**config.mk**
```make
export PLATFORM = sky130hd
export DESIGN_NAME = sobel_scan_ctrl
export DESIGN_NICKNAME = d
export VERILOG_FILES = /design/src/rtl/sobel_scan_ctrl.sv
export SDC_FILE = /design/constraint.sdc
export NUM_CORES = 1
export LEC_CHECK = 0
export CAP_MARGIN = 0
export CORE_MARGIN = 2
export CORE_UTILIZATION = 46
export DETAILED_ROUTE_END_ITERATION = 10
export GPL_TIMING_DRIVEN = 1
export PLACE_DENSITY_LB_ADDON = 0.05
export SLEW_MARGIN = 20
export SYNTH_ARGS = -nofsm -noshare
export SYNTH_HDL_FRONTEND = slang
export SYNTH_SLANG_ARGS = --single-unit
```
**constraint.sdc**
```tcl
create_clock -name clk -period 5.41 [get_ports clk]
set_input_delay 0.8115 -clock clk [delete_from_list [all_inputs] [get_ports clk]]
set_output_delay 0.8115 -clock clk [all_outputs]
set_load 0.02 [all_outputs]
```
**src/rtl/sobel_scan_ctrl.sv**
```systemverilog
// Raster-scan sequencer for the Sobel front end: issues one pixel read per
// ready cycle, shifts returned pixels into the window, and tags interior windows.
module sobel_scan_ctrl #(
  parameter int IMG_W  = 64,
  parameter int IMG_H  = 64,
  parameter int ADDR_W = 12,
  parameter int CNT_W  = 7
) (
  input  logic              clk,
  input  logic              rst,
  input  logic              start,
  input  logic              out_ready,
  output logic              pix_rd_en,
  output logic [ADDR_W-1:0] pix_addr,
  output logic              shift_en,
  output logic              win_valid,
  output logic [CNT_W-1:0]  win_x,
  output logic [CNT_W-1:0]  win_y,
  output logic              busy,
  output logic              done
);

  typedef enum logic [1:0] {S_IDLE, S_FETCH, S_DRAIN, S_DONE} state_t;

  localparam logic [CNT_W-1:0] X_LAST = CNT_W'(IMG_W - 1);
  localparam logic [CNT_W-1:0] Y_LAST = CNT_W'(IMG_H - 1);
  localparam logic [CNT_W-1:0] EDGE   = CNT_W'(2);

  state_t              state_q, state_d;
  logic [CNT_W-1:0]    x_q, x_d, y_q, y_d;
  logic [ADDR_W-1:0]   addr_q, addr_d;
  logic                rd;

  // vld_pipe_q[1] = shift stage, vld_pipe_q[2] = window-updated stage
  logic [2:1]          vld_pipe_q;
  logic [CNT_W-1:0]    px_q, py_q;
  logic [CNT_W-1:0]    win_x_q, win_y_q;
  logic                interior;

  always_ff @(posedge clk) begin
    if (!rst) begin
      state_q <= S_IDLE;
      x_q     <= '0;
      y_q     <= '0;
      addr_q  <= '0;
    end else begin
      state_q <= state_d;
      x_q     <= x_d;
      y_q     <= y_d;
      addr_q  <= addr_d;
    end
  end

  always_comb begin
    state_d = state_q;
    x_d     = x_q;
    y_d     = y_q;
    addr_d  = addr_q;
    rd      = 1'b0;
    case (state_q)
      S_IDLE: begin
        if (start) begin
          state_d = S_FETCH;
          x_d     = '0;
          y_d     = '0;
          addr_d  = '0;
        end
      end
      S_FETCH: begin
        rd = out_ready;
        if (rd) begin
          // Linear address tracks the raster position, so no y*IMG_W product.
          addr_d = addr_q + ADDR_W'(1);
          if (x_q == X_LAST) begin
            x_d = '0;
            if (y_q == Y_LAST) state_d = S_DRAIN;
            else               y_d = y_q + CNT_W'(1);
          end else begin
            x_d = x_q + CNT_W'(1);
          end
        end
      end
      S_DRAIN: state_d = S_DONE;
      S_DONE:  state_d = S_IDLE;
      default: state_d = S_IDLE;
    endcase
  end

  assign interior = vld_pipe_q[1] && (px_q >= EDGE) && (py_q >= EDGE);

  always_ff @(posedge clk) begin
    if (!rst) begin
      vld_pipe_q <= '0;
      px_q       <= '0;
      py_q       <= '0;
      win_x_q    <= '0;
      win_y_q    <= '0;
    end else begin
      vld_pipe_q[1] <= rd;
      vld_pipe_q[2] <= interior;
      px_q          <= x_q;
      py_q          <= y_q;
      // The newest pixel is the window's bottom-right corner; centre is one up-left.
      if (interior) begin
        win_x_q <= px_q - CNT_W'(1);
        win_y_q <= py_q - CNT_W'(1);
      end
    end
  end

  assign pix_rd_en = rd;
  assign pix_addr  = addr_q;
  assign shift_en  = vld_pipe_q[1];
  assign win_valid = vld_pipe_q[2];
  assign win_x     = win_x_q;
  assign win_y     = win_y_q;
  assign busy      = (state_q == S_FETCH) || (state_q == S_DRAIN);
  assign done      = (state_q == S_DONE);

endmodule

```
==> flow_metrics.tcl <==
set metrics [dict create \
    layout_common_cells "58 x dfxtp_1, 36 x nor2_1, 34 x clkdlybuf4s50_1, 21 x nand2_1, 16 x and2_1" \
    end_kind "output pin" \
    worst_setup_path_start_kind "input pin" \
    fp.coreArea_mm2 0.005439 \
    rows 27 \
    layout.cells.non_filler 401 \
    setup_viol 0 \
    endpoint "pix_rd_en" \
    yosysTopAreaCell "dfxtp_1" \
    synth_area_mm2 0.002567 \
    diodes 0 \
    arrival_ns 2.23 \
    place_inst 385 \
    ys_ff_latch 58 \
    ant_nets 0 \
    timing.final.crit_period_ns 3.046 \
    p_per_area_mw_per_mm2 346.0 \
    ys_types 42 \
    overflow 0 \
    portBuffers 34 \
    grt_use_total 0.1785 \
    die-area_mm2 0.006195 \
    finalClockSkew_ns 0.008212 \
    dp_hpwl_mm 3.375 \
    dr.pass1.iters 4 \
    tightest_slew_ns 0.6948 \
    ff2ff_path_depth 7 \
    nNetsFinal 340 \
    die_y_um 78.71 \
    r2r_slack_ns 3.09 \
    cp-startpoint "out_ready" \
    dieWidth_um 78.71 \
    wl_per_cell_um 12.18 \
    rsz0062_at_grt "no" \
    clock_latency_ns 0.33 \
    antenna_found_initial 0 \
    maxCapViolations 0 \
    drt-total-wl_mm 4.883 \
    finalCritPeriodShare 0.5630 \
    crit_type "in -> out" \
    hold_buffers 0 \
    hold_class "reg -> reg" \
    netlist_instances 286 \
    io_pins 35 \
    post_cts_buffers 0 \
    clk_pin_slew_ns 0.06 \
    ys.flop_type "dfxtp_1" \
    status "complete, no violations" \
    syn_nets 302 \
    drt-initial-drc-count 48 \
    via_per_inst 5.180 \
    grt_pass1_wl_mm 8.673 \
    grt_pass1_vias 1990 \
    hold_viol 0 \
    clockBufferDepth 2 \
    syn_area_per_cell_um2 8.977 \
    r2r-start "state_q[1]" \
    gp_congestion 0.7599 \
    worstPathRequired_ns 4.60 \
    synth_top_cell_area_share 0.4522 \
    slew_violations 0 \
    worst_r2r_endpoint "pix_addr[9]" \
    cts.sinks 58 \
    holdPathStages 2 \
    cts_root_buf "clkbuf_8" \
    synth_edf_count 0 \
    ys_async_sr_fraction 0 \
    fmax_mhz 328.3 \
    tns_ns 0 \
    grt_max_degree 30 \
    post-route-drc-count 0 \
    synth.area.top_cells "dfxtp_1 45%, ha_1 5.8%, nor2_1 5.3%" \
    synth-warning-count 0 \
    layout_commonest_cell "dfxtp_1" \
    cts_tree "yes" \
    vias 2077 \
    ys_seq_area_frac 0.4522 \
    h-tree-depth 3 \
    p_leak_nw 1.188 \
    cts-buffers-inserted 9 \
    slew-limit-headroom 0.5358 \
    cts_resized 0 \
    power_mw 1.095 \
    synthToLayoutAreaGrowth_pct 23.29 \
    drive_gt1_frac 0.07599 \
    ir_drop_uv 237.7 \
    path_max_fanout 8 \
    start_util 0.4720 \
]
## synth_stat cells, types with 2 or more instances
library cell / count
dfxtp_1: 58
nor2_1: 36
nand2_1: 21
and2_1: 16
nand3_1: 14
ha_1: 12
a21oi_1: 11
inv_1: 11
o21ai_1: 11
xnor2_1: 10
xor2_1: 10
clkbuf_1: 6
nor3_1: 6
a211oi_1: 5
o31ai_1: 5
or3_1: 5
a211oi_2: 4
and3_1: 4
nor4_1: 4
a31oi_1: 3
mux2i_1: 3
nand2b_1: 3
o21a_1: 3
o21ai_0: 3
a21boi_1: 2
buf_2: 2
o311ai_1: 2
or2_1: 2
## through the flow
| step | util | hold slack, ns | cell area (µm²) | setup slack [ns] |
|---|---|---|---|---|
| detailed placement | 0.5480 | 0.4425 | 2980 | 2.376 |
| finish | 0.5820 | 0.4454 | 3166 | 2.364 |
| floorplan | - | 0.4293 | 2567 | 3.530 |
| global route | 0.5820 | 0.4724 | 3166 | 2.285 |
| global placement | 0.5466 | 0.4389 | 2973 | 2.401 |
| CTS | 0.5820 | 0.4514 | 3166 | 2.363 |
## per-layer routing
layer	share of wire	track usage	wire, µm
met1	0.49	0.2206	2389
met2	0.45	0.2880	2200
met3	0.036	0.04773	175
met4	0.024	0.08772	119
met5	0	0	0
## area by class of cell
cell class	instances	area [µm²]
clock inverters	6	57.56
repair buffers	36	355.3
flip-flops and latches	58	1161
inverters	12	45.04
fillers	502	2273
multi-input cells	207	1329
well taps	72	90.09
clock buffers	10	127.6
## power breakdown
group	internal, mW	total (mW)	switching [mW]
Combinational	0.0946	0.262	0.168
Sequential	0.441	0.455	0.0149
Clock	0.209	0.377	0.168
## worst min-delay path by stage
stage | endpoint | startpoint
2_1_floorplan | win_y[0] | py_q[0]
3_3_place_gp | win_y[3] | win_y[3]
3_5_place_dp | win_y[3] | win_y[3]
4_1_cts | win_y[3] | win_y[3]
5_1_grt | x_q[6] | x_q[6]
6_report | win_y[3] | win_y[3]
## worst max-delay path, cell delays in order
cell and delay [ns]:
clkdlybuf4s50_1 0.59, and2_1 0.21, clkdlybuf4s50_1 0.62
## flip-flops by register name, summed over array words and instances, names as in the netlist
register / count
px_q: 7
py_q: 7
win_y: 7
x_q: 7
vld_pipe_q: 2
state_q: 2
pix_addr: 12
win_x: 7
y_q: 7
## cell families (layout without fill, tap and decap cells)
logic type | after synthesis | count (layout) | share of synthesized area
AND/OR/NAND/NOR | 117 | 117 | 0.2242
flip-flops | 58 | 58 | 0.4522
AO/OA/AOI/OAI | 54 | 54 | 0.1462
buffers and inverters | 21 | 64 | 0.03460
XOR/XNOR | 20 | 20 | 0.06822
adder cells (fa/ha/maj) | 12 | 12 | 0.05848
multiplexers | 4 | 4 | 0.01608
Note: power is estimated with default switching activity, not from simulation.
